==> config.mk <==
export PLATFORM = sky130hd
export DESIGN_NAME = serial_add_ctrl
export DESIGN_NICKNAME = d
export VERILOG_FILES = /design/src/rtl/serial_add_ctrl.sv
export SDC_FILE = /design/constraint.sdc
export NUM_CORES = 1
export LEC_CHECK = 0
export ABC_CLOCK_PERIOD_IN_PS = 1700
export BUFFER_PORTS_ARGS = -buffer_cell sky130_fd_sc_hd__buf_2
export CELL_PAD_IN_SITES_DETAIL_PLACEMENT = 0
export CELL_PAD_IN_SITES_GLOBAL_PLACEMENT = 1
export CORE_ASPECT_RATIO = 0.6
export CORE_MARGIN = 8
export CORE_UTILIZATION = 40
export DETAILED_ROUTE_END_ITERATION = 7
export PLACE_DENSITY = 0.72
export SYNTH_ARGS = -nofsm -noshare
export SYNTH_HDL_FRONTEND = slang
export SYNTH_SLANG_ARGS = --single-unit
==> constraint.sdc <==
create_clock -name clk -period 1.7 [get_ports clk]
set_input_delay 0.17 -clock clk [delete_from_list [all_inputs] [get_ports clk]]
set_output_delay 0.17 -clock clk [all_outputs]
set_load 0.02 [all_outputs]
==> src/rtl/serial_add_ctrl.sv <==
// -----------------------------------------------------------------------------
// serial_add_ctrl
// Bit-serial add/subtract controller. A single 1-bit adder cell (two cascaded
// half-adders plus a carry flop) is stepped once per clock, LSB first, for
// WIDTH cycles. Operands are captured on an accepted start. The result, the
// carry out of the MSB and the signed overflow are then presented through a
// start/busy/done handshake.
//
// Ports:
//   clk        rising-edge system clock
//   rst_n      asynchronous active-low reset
//   start      operation request, sampled only while idle
//   sub        0 = A+B, 1 = A-B; captured together with the operands
//   abort      synchronous cancel of an operation in progress
//   op_a/op_b  WIDTH-bit operands, captured on the accepting edge
//   busy       high while the serial cell is running
//   done       one-cycle pulse when result/carry_out/overflow are fresh
//   result     sum/difference; holds until the next completion
//   carry_out  carry out of the MSB (subtract: 1 = no borrow)
//   overflow   two's-complement overflow of the last completed operation
// -----------------------------------------------------------------------------
module serial_add_ctrl #(
   parameter int WIDTH = 8
) (
   input  logic             clk,
   input  logic             rst_n,
   input  logic             start,
   input  logic             sub,
   input  logic             abort,
   input  logic [WIDTH-1:0] op_a,
   input  logic [WIDTH-1:0] op_b,
   output logic             busy,
   output logic             done,
   output logic [WIDTH-1:0] result,
   output logic             carry_out,
   output logic             overflow
);

   localparam int CW = $clog2(WIDTH);
   localparam logic [CW-1:0] CNT_LAST = CW'(WIDTH - 1);
   localparam logic [CW-1:0] CNT_ONE  = CW'(1);
   localparam logic [CW-1:0] CNT_ZERO = CW'(0);

   typedef enum logic [1:0] {
      ST_IDLE = 2'd0,
      ST_RUN  = 2'd1,
      ST_DONE = 2'd2
   } state_t;

   // Half-adder cell: returns {carry, sum}.
   function automatic logic [1:0] half_add(input logic x, input logic y);
      return {x & y, x ^ y};
   endfunction

   state_t           state_q,     state_d;
   logic [CW-1:0]    cnt_q,       cnt_d;
   logic             carry_q,     carry_d;
   logic [WIDTH-1:0] a_sr_q,      a_sr_d;
   logic [WIDTH-1:0] b_sr_q,      b_sr_d;
   logic [WIDTH-1:0] res_sr_q,    res_sr_d;
   logic [WIDTH-1:0] result_q,    result_d;
   logic             carry_out_q, carry_out_d;
   logic             overflow_q,  overflow_d;
   logic             busy_q,      busy_d;
   logic             done_q,      done_d;

   logic [1:0]       ha1_s;
   logic [1:0]       ha2_s;
   logic             sum_bit_s;
   logic             carry_new_s;

   // Serial adder cell: half-adder(a0,b0) feeding half-adder(s1,carry flop).
   always_comb begin
      ha1_s       = half_add(a_sr_q[0], b_sr_q[0]);
      ha2_s       = half_add(ha1_s[0], carry_q);
      sum_bit_s   = ha2_s[0];
      carry_new_s = ha1_s[1] | ha2_s[1];
   end

   // Next-state and datapath control.
   always_comb begin
      state_d     = state_q;
      cnt_d       = cnt_q;
      carry_d     = carry_q;
      a_sr_d      = a_sr_q;
      b_sr_d      = b_sr_q;
      res_sr_d    = res_sr_q;
      result_d    = result_q;
      carry_out_d = carry_out_q;
      overflow_d  = overflow_q;

      case (state_q)
         ST_IDLE: begin
            if (start) begin
               a_sr_d   = op_a;
               // Subtract is A + ~B + 1: invert B here, the +1 is the carry-in.
               b_sr_d   = sub ? ~op_b : op_b;
               carry_d  = sub;
               cnt_d    = CNT_ZERO;
               res_sr_d = {WIDTH{1'b0}};
               state_d  = ST_RUN;
            end else begin
               state_d  = ST_IDLE;
            end
         end

         ST_RUN: begin
            // Abort wins even on the final bit; published outputs stay put.
            if (abort) begin
               state_d = ST_IDLE;
            end else begin
               a_sr_d   = {1'b0, a_sr_q[WIDTH-1:1]};
               b_sr_d   = {1'b0, b_sr_q[WIDTH-1:1]};
               res_sr_d = {sum_bit_s, res_sr_q[WIDTH-1:1]};
               carry_d  = carry_new_s;
               cnt_d    = cnt_q + CNT_ONE;
               if (cnt_q == CNT_LAST) begin
                  result_d    = {sum_bit_s, res_sr_q[WIDTH-1:1]};
                  carry_out_d = carry_new_s;
                  // carry_q is the carry into the MSB on this final step.
                  overflow_d  = carry_q ^ carry_new_s;
                  state_d     = ST_DONE;
               end else begin
                  state_d     = ST_RUN;
               end
            end
         end

         ST_DONE: begin
            state_d = ST_IDLE;
         end

         default: begin
            state_d = ST_IDLE;
         end
      endcase

      // Handshake flags are registered copies of the next state decode.
      busy_d = (state_d == ST_RUN);
      done_d = (state_d == ST_DONE);
   end

   // State, datapath and output registers.
   always_ff @(posedge clk or negedge rst_n) begin
      if (!rst_n) begin
         state_q     <= ST_IDLE;
         cnt_q       <= CNT_ZERO;
         carry_q     <= 1'b0;
         a_sr_q      <= {WIDTH{1'b0}};
         b_sr_q      <= {WIDTH{1'b0}};
         res_sr_q    <= {WIDTH{1'b0}};
         result_q    <= {WIDTH{1'b0}};
         carry_out_q <= 1'b0;
         overflow_q  <= 1'b0;
         busy_q      <= 1'b0;
         done_q      <= 1'b0;
      end else begin
         state_q     <= state_d;
         cnt_q       <= cnt_d;
         carry_q     <= carry_d;
         a_sr_q      <= a_sr_d;
         b_sr_q      <= b_sr_d;
         res_sr_q    <= res_sr_d;
         result_q    <= result_d;
         carry_out_q <= carry_out_d;
         overflow_q  <= overflow_d;
         busy_q      <= busy_d;
         done_q      <= done_d;
      end
   end

   assign busy      = busy_q;
   assign done      = done_q;
   assign result    = result_q;
   assign carry_out = carry_out_q;
   assign overflow  = overflow_q;

endmodule

==> results of run 1 <==
-- area by class of cell --
| type | count | area share, % |
|---|---|---|
| inverter | 8 | 1.32 |
| sequential | 41 | 45.0 |
| clock inverter | 1 | 1.32 |
| clock buffer | 7 | 3.78 |
| multi-input combinational | 89 | 34.8 |
| tap | 63 | 3.46 |
| timing repair buffer | 40 | 10.3 |
-- cells by family after synthesis --
| kind of cell | synth area share [%] |
|---|---|
| AO/OA/AOI/OAI | 10.1 |
| AND/OR/NAND/NOR | 5.68 |
| buffers and inverters | 5.29 |
| XOR/XNOR | 4.11 |
| multiplexers | 19.0 |
| adder cells (fa/ha/maj) | 2.35 |
| flip-flops | 53.5 |
-- how the worst min path moves through the flow --
stage | from | to | slack (ns)
detailed placement | rst_n | overflow | 0.27
CTS | abort | a_sr_q[7] | 0.21
finish | abort | a_sr_q[7] | 0.21
floorplan | rst_n | a_sr_q[0] | -0.13
global placement | rst_n | done | 0.25
global route | op_a[0] | a_sr_q[0] | 0.22
-- worst max-delay path, cell delays in order (launching register included) --
cell and delay [ns]:
sky130_fd_sc_hd__dfrtp_1 0.44, sky130_fd_sc_hd__nor2b_2 0.34, sky130_fd_sc_hd__mux2_2 0.37, sky130_fd_sc_hd__mux2_2 0.27
-- report_power, final --
group	switching, W	internal (W)	total (W)
Clock	0.000326	0.000479	0.000804
Combinational	0.000358	0.000441	0.000799
Sequential	0.000135	0.00121	0.00135
-- state kept, by name, summed over array words and instances (netlist names) --
signal / cells
b_sr_q: 8
carry_q: 1
busy: 1
carry_out: 1
res_sr_q: 7
state_q: 2
overflow: 1
result: 8
a_sr_q: 8
cnt_q: 3
done: 1
-- stage by stage --
step	util, %	instance area, sq um	std cells
after detailed placement	46.9	2150	240
after global routing	49.7	2280	249
after global placement	46.9	2150	240
after floorplan	-	1920	147
final	49.7	2280	249
after CTS	49.6	2280	249
-- placed cells by master (no fill, tap or decap), drive strengths merged, types with 2 or more instances in the layout --
master  count
dfrtp      41
buf        39
mux2       27
nand2      11
o21ai      11
a22o        9
inv         8
xnor2       8
clkbuf      7
mux2i       3
nor2        3
a21o        2
ha          2
nand2b      2
a21oi       2
-- timing repair --
action / CTS / global route
hold buffers: 1 / 0
setup endpoints to repair: 0 / 10
buffers inserted: 0 / 0
resized for setup: 0 / 1
endpoints found under the hold margin: 41 / 0
-- layer usage --
metal  GRT usage [%]  up-vias
met4            5.19        0
met1            13.0      583
met2            16.5       20
met5               0        -
li1                -      582
met3            4.17        7
==> implementation parameters, run 1 <==
Parameter                              Value

Logic synthesis
  Share of synthesized area occupied by flip-flops and latches    ~54%
  Most used DFF post-synth    sky130_fd_sc_hd__dfrtp_1
  Syn_nets    171
  Post-synthesis instance total    147
  Share of the synthesized area in the top cell type    53.5%
  Fraction of registers with async set or reset after synthesis    between 90% and 100%
  Cell Area, Synth    roughly 1900 sq um
  Count of different cell masters after synthesis    30
  Number of warnings issued by yosys    0
  Library cell with the highest instance count after synthesis    sky130_fd_sc_hd__dfrtp_1
  Main area contributors after synthesis    sky130_fd_sc_hd__dfrtp_1 54%, sky130_fd_sc_hd__mux2_2 11%, sky130_fd_sc_hd__mux2_4 6.3%
  Average footprint of a synthesized cell    13.0 sq um
  Number of flops mapped to enable cells by yosys    0
  List of most frequent post-synthesis cells    41 x sky130_fd_sc_hd__dfrtp_1, 19 x sky130_fd_sc_hd__mux2_2, 11 x sky130_fd_sc_hd__nand2_1, 11 x sky130_fd_sc_hd__o21ai_0, 9 x sky130_fd_sc_hd__a22o_1
  Cell taking the most area after synthesis    sky130_fd_sc_hd__dfrtp_1
  Flip-flop and latch count after synthesis    41

Detailed routing
  Router iterations before antenna repair    4
  Met2 wire length    1.64 mm
  Number of remaining DRC errors    0
  Met3 layer wire length in the routed design    around 180 um
  Number of DRC markers after the initial detailed-route iteration    37
  Via count    1,192
  WL met1    1.77 mm
  Max layer used    met4
  Average wire per standard cell    14.7 um
  Routed wire length    3.66 mm
  Via-to-Cell Ratio    4.79
  Antenna Nets Post-Route    0

Clocking
  Htree depth    2
  Clock insertion delay at the later pin of the skew report    0.29 ns
  Maximum count of clock buffers along a single path    2
  Num Clock Sinks    41
  Clock tree root driver cell    sky130_fd_sc_hd__clkbuf_8
  Clock edge transition at the registers on the reported setup and hold paths    approximately 0.070 ns
  Cts bufs inserted    5
  TritonCTS clock tree    done

Job
  MaxCap Viol Count    0

Floorplanning
  Die Height    between 60 and 70 um
  I/O pin count    33
  Starting density of the core    41.8%
  Die area    7340 sq um
  Horizontal die dimension    105 um
  Core ar.    between 4000 and 5000 sq um
  Num rows    19

STA
  Ratio of final minimum period to clock period    90.2%
  Clock skew    ~0.0033 ns
  Final count of hold timing violations    0
  Max Fclk    roughly 0.65 GHz
  Worst hold slack across all endpoints    0.208 ns
  Remaining max-slew budget at the tightest pin    about two thirds
  Number of max-slew violations in the final report    0
  Worst slew pin tran    0.512 ns
  Time the worst path needs with I/O delays and setup    1.53 ns
  Setup repair after global routing missed its margin    false
  Number of endpoints failing setup at the final stage    0
  Smallest setup slack after layout    0.166 ns
  Setup TNS    0 ns

Finish
  Number of inserted filler cells in the final layout    434
  FF/Latch Area    1030 sq um
  Fraction of final layout cells with drive strength greater than 1    41.9%
  Number of antenna diodes    0
  Area occupied by multi-input gates    795 sq um
  Fin nets    209
  Area growth syn-to-layout    19.0%

Worst hold path
  Hold Path Stages    3
  Tightest Hold Check Type    in2reg

Setup path
  CP Launch Point    state_q[1]
  Worst reg-to-reg setup slack    between 0.15 and 0.2 ns
  Required time reported for the critical path endpoint    1.88 ns
  CP Capture Point    a_sr_q[3]
  Type of the worst setup path    reg2reg
  Register-to-Register Path Depth    3
  Critical Path End Type    flop
  Worst flop-to-flop path startpoint    state_q[1]
  Largest fanout of any net on the critical path    7
  Arrival time reported for the critical path endpoint    1.71 ns
  R2R Path End    a_sr_q[3]
  CP startpoint kind    flop

Global routing
  Wire length of the first global-routing pass    6.34 mm
  Global Route Usage Sum    10.8%
  Grt total ovfl    0
  Largest net degree at the start of global routing    42
  Via count of the first global-routing pass    approximately 1,300
  Number of antenna violations at the first check in global routing    0

Status
  Result of the run    finished clean

Place
  Worst Setup Slack post-DPL    approximately 0.034 ns
  Last weighted congestion value of the routability-driven placer    between 0.7 and 0.8
  Detailed Place HPWL    2.65 mm
  Buffers added on ports    32

Pwr
  Power density over cell area    1290 nW/um^2
  Power after layout    about 0.003 W
  Worst vdd ir    0.000531 V
  Leakage component of the power    1.16 nW
Power figures use the tool's default switching activity.
==> inputs of run 2 (changes only) <==
Settings changed: ABC_CLOCK_PERIOD_IN_PS 1700 to 1360, CORE_MARGIN 8 to 1.5, PLACE_DENSITY 0.72 to unset, PLACE_DENSITY_LB_ADDON set to 0.05.
Clock period 1.7 ns to 1.36 ns, I/O delays scaled along.
==> implementation parameters, run 2 (same netlist as run 1, synthesis figures left out) <==
Parameter                              Value

Floorplanning
  Num rows    19 (unchanged)
  I/O pin count    33 (unchanged)
  Starting density of the core    41.8% (unchanged)
  Die Height    56.6 um (was 69.6 um)
  Die area    5230 sq um (was 7340 sq um)
  Core ar.    4590 sq um (unchanged)
  Horizontal die dimension    92.4 um (was 105 um)

Setup path
  Cell at the slowest stage of the critical path    sky130_fd_sc_hd__dfrtp_1 (unchanged)
  CP startpoint kind    flop (unchanged)
  Logic depth of the worst setup path including buffers    5 (was 3)
  Crit path buf inv count    2 (was 0)
  Register-to-Register Path Depth    5 (was 3)
  R2R Path End    b_sr_q[1] (was a_sr_q[3])
  Max stage delay on crit path    0.42 ns (was 0.44 ns)
  Top cell family by delay on the critical path    flip-flops (was multiplexers)
  Type of the worst setup path    reg2reg (unchanged)
  Required time reported for the critical path endpoint    1.54 ns (was 1.88 ns)
  Largest fanout of any net on the critical path    14 (was 7)
  Worst reg-to-reg setup slack    -0.10 ns (was 0.17 ns)
  Arrival time reported for the critical path endpoint    1.64 ns (was 1.71 ns)
  Critical Path End Type    flop (unchanged)
  Cells along the critical path    buf_6 > nand2b_4 > a21oi_4 > buf_12 > mux2_4 (was nor2b_2 > mux2_2 > mux2_2)
  Worst flop-to-flop path startpoint    state_q[0] (was state_q[1])

Job
  MaxCap Viol Count    0 (unchanged)

STA
  Worst slew pin tran    0.317 ns (was 0.512 ns)
  Time the worst path needs with I/O delays and setup    1.46 ns (was 1.53 ns)
  Setup repair after global routing missed its margin    true (was false)
  Worst hold slack across all endpoints    0.138 ns (was 0.208 ns)
  Remaining max-slew budget at the tightest pin    78.9% (was 65.9%)
  Smallest setup slack after layout    -0.102 ns (was 0.166 ns)
  Final count of hold timing violations    0 (unchanged)
  Number of max-slew violations in the final report    0 (unchanged)
  Number of endpoints failing setup at the final stage    32 (was 0)
  Max Fclk    0.684 GHz (was 0.652 GHz)
  Clock skew    0.00715 ns (was 0.00332 ns)
  Ratio of final minimum period to clock period    107% (was 90.2%)

Finish
  Fraction of final layout cells with drive strength greater than 1    50.7% (was 41.9%)
  Most frequent cells in the layout    40 x sky130_fd_sc_hd__dfrtp_1, 32 x sky130_fd_sc_hd__buf_2, 25 x sky130_fd_sc_hd__mux2_4, 17 x sky130_fd_sc_hd__buf_4, 10 x sky130_fd_sc_hd__nand2_1 (was 41 x sky130_fd_sc_hd__dfrtp_1, 32 x sky130_fd_sc_hd__buf_2, 19 x sky130_fd_sc_hd__mux2_2, 11 x sky130_fd_sc_hd__nand2_1, 11 x sky130_fd_sc_hd__o21ai_0)
  Area growth syn-to-layout    35.0% (was 19.0%)
  Number of antenna diodes    0 (unchanged)
  Fin nets    226 (was 209)
  Most common cell after layout, fill and taps aside    sky130_fd_sc_hd__dfrtp_1 (unchanged)

Worst hold path
  Hold Path Stages    3 (unchanged)
  Worst Hold Path EP    a_sr_q[0] (was a_sr_q[7])
  Tightest Hold Check Type    in2reg (unchanged)
  Hold Path Origin    op_a[0] (was abort)

Global routing
  Global Route Usage Sum    15.4% (was 10.8%)
  Wire length of the first global-routing pass    6.07 mm (was 6.34 mm)
  Grt total ovfl    0 (unchanged)
  Via count of the first global-routing pass    1,221 (was 1,289)
  Number of antenna violations at the first check in global routing    0 (unchanged)
  Largest net degree at the start of global routing    20 (was 42)

Detailed routing
  Average wire per standard cell    13.8 um (was 14.7 um)
  Number of DRC markers after the initial detailed-route iteration    70 (was 37)
  Routed wire length    3.67 mm (was 3.66 mm)
  Via count    1,259 (was 1,192)
  Number of remaining DRC errors    0 (unchanged)
  Router iterations before antenna repair    4 (unchanged)
  Via-to-Cell Ratio    4.73 (was 4.79)
  Antenna Nets Post-Route    0 (unchanged)

Pwr
  Power density over cell area    1600 nW/um^2 (was 1290 nW/um^2)
  Worst vdd ir    0.000906 V (was 0.000531 V)
  Leakage component of the power    1.34 nW (was 1.16 nW)

Clocking
  Clock insertion delay at the later pin of the skew report    0.29 ns (about the same)
  Num Clock Sinks    41 (unchanged)
  Clock edge transition at the registers on the reported setup and hold paths    0.08 ns (was 0.07 ns)
  Clock tree root driver cell    sky130_fd_sc_hd__clkbuf_8 (unchanged)
  Cts bufs inserted    5 (unchanged)
  Maximum count of clock buffers along a single path    2 (unchanged)
  Htree depth    2 (unchanged)
  TritonCTS clock tree    done (unchanged)

Place
  Detailed Place HPWL    2.52 mm (was 2.65 mm)
  Last weighted congestion value of the routability-driven placer    0.784 (was 0.706)
  Worst Setup Slack post-DPL    -0.119 ns (was 0.0336 ns)
  Buffers added on ports    32 (unchanged)

Status
  Violated checks    negative setup slack
  Result of the run    complete, but fails checks (was finished clean)
-- run 2: changes by cell type in the layout (fill, tap and decap cells not counted), sizes merged --
cell    change
a21o        +1
buf        +16
bufinv      +1
clkbuf      -2
inv         +1
-- run 2: how the worst max path moves through the flow --
stage	end	slack, ns	from
CTS	a_sr_q[2]	-0.13	state_q[0]
global placement	b_sr_q[6]	-0.1	state_q[0]
floorplan	result[5]	-0.11	cnt_q[1]
finish	b_sr_q[1]	-0.10	state_q[0]
detailed placement	b_sr_q[1]	-0.12	state_q[0]
global route	a_sr_q[2]	-0.14	state_q[0]
-- run 2: metal layers --
layer | wire length (um) | global-route usage (%) | part of all wire [%] | vias to the layer above
met1 | 1850 | 22.5 | 50 | 611
li1 | - | - | - | 623
met3 | 203 | 4.47 | 5.5 | 2
met2 | 1600 | 23.0 | 44 | 23
met4 | 14 | 2.64 | 0.38 | 0
met5 | 0 | 0 | 0 | -
-- run 2: tightest hold or removal path, stage by stage --
cell                      delay (ns)
sky130_fd_sc_hd__buf_2          0.07
sky130_fd_sc_hd__mux2i_1        0.05
sky130_fd_sc_hd__mux2i_1        0.12
-- run 2: timing repair --
action                                  CTS  global route
gates resized for setup                   7            12
endpoints found under the hold margin    12             0
hold buffers                              1             0
cloned                                    0             1
setup buffers                             0             5
pin swaps                                 0             6
endpoints found under the setup margin   36            36
-- run 2: area by class of cell --
| type | count | area, sq um |
|---|---|---|
| Timing Repair Buffer | 56 | 383 |
| Fill cell | 386 | 2000 |
| Tap cell | 63 | 78.8 |
| Sequential cell | 41 | 1030 |
| Inverter | 8 | 30.0 |
| Multi-Input combinational cell | 90 | 931 |
| Clock inverter | 3 | 68.8 |
| Clock buffer | 5 | 68.8 |
-- run 2: power by group --
| group | switching [W] | internal, W | total [W] |
|---|---|---|---|
| clock | 0.000444 | 0.000739 | 0.00118 |
| combinational | 0.000501 | 0.000756 | 0.00126 |
| sequential | 0.000180 | 0.00152 | 0.00170 |
-- run 2: through the flow --
stage	power, W	cell area [sq um]	util [%]	std cells	setup TNS, ns
2_1_floorplan	0.00256	2010	-	147	-1.24
3_3_place_gp	0.00284	2320	50.5	251	-2.39
3_5_place_dp	0.00289	2320	50.5	251	-2.90
4_1_cts	0.00409	2500	54.5	260	-2.39
5_1_grt	0.00440	2590	56.4	266	-3.48
6_report	0.00414	2590	56.4	266	-2.04
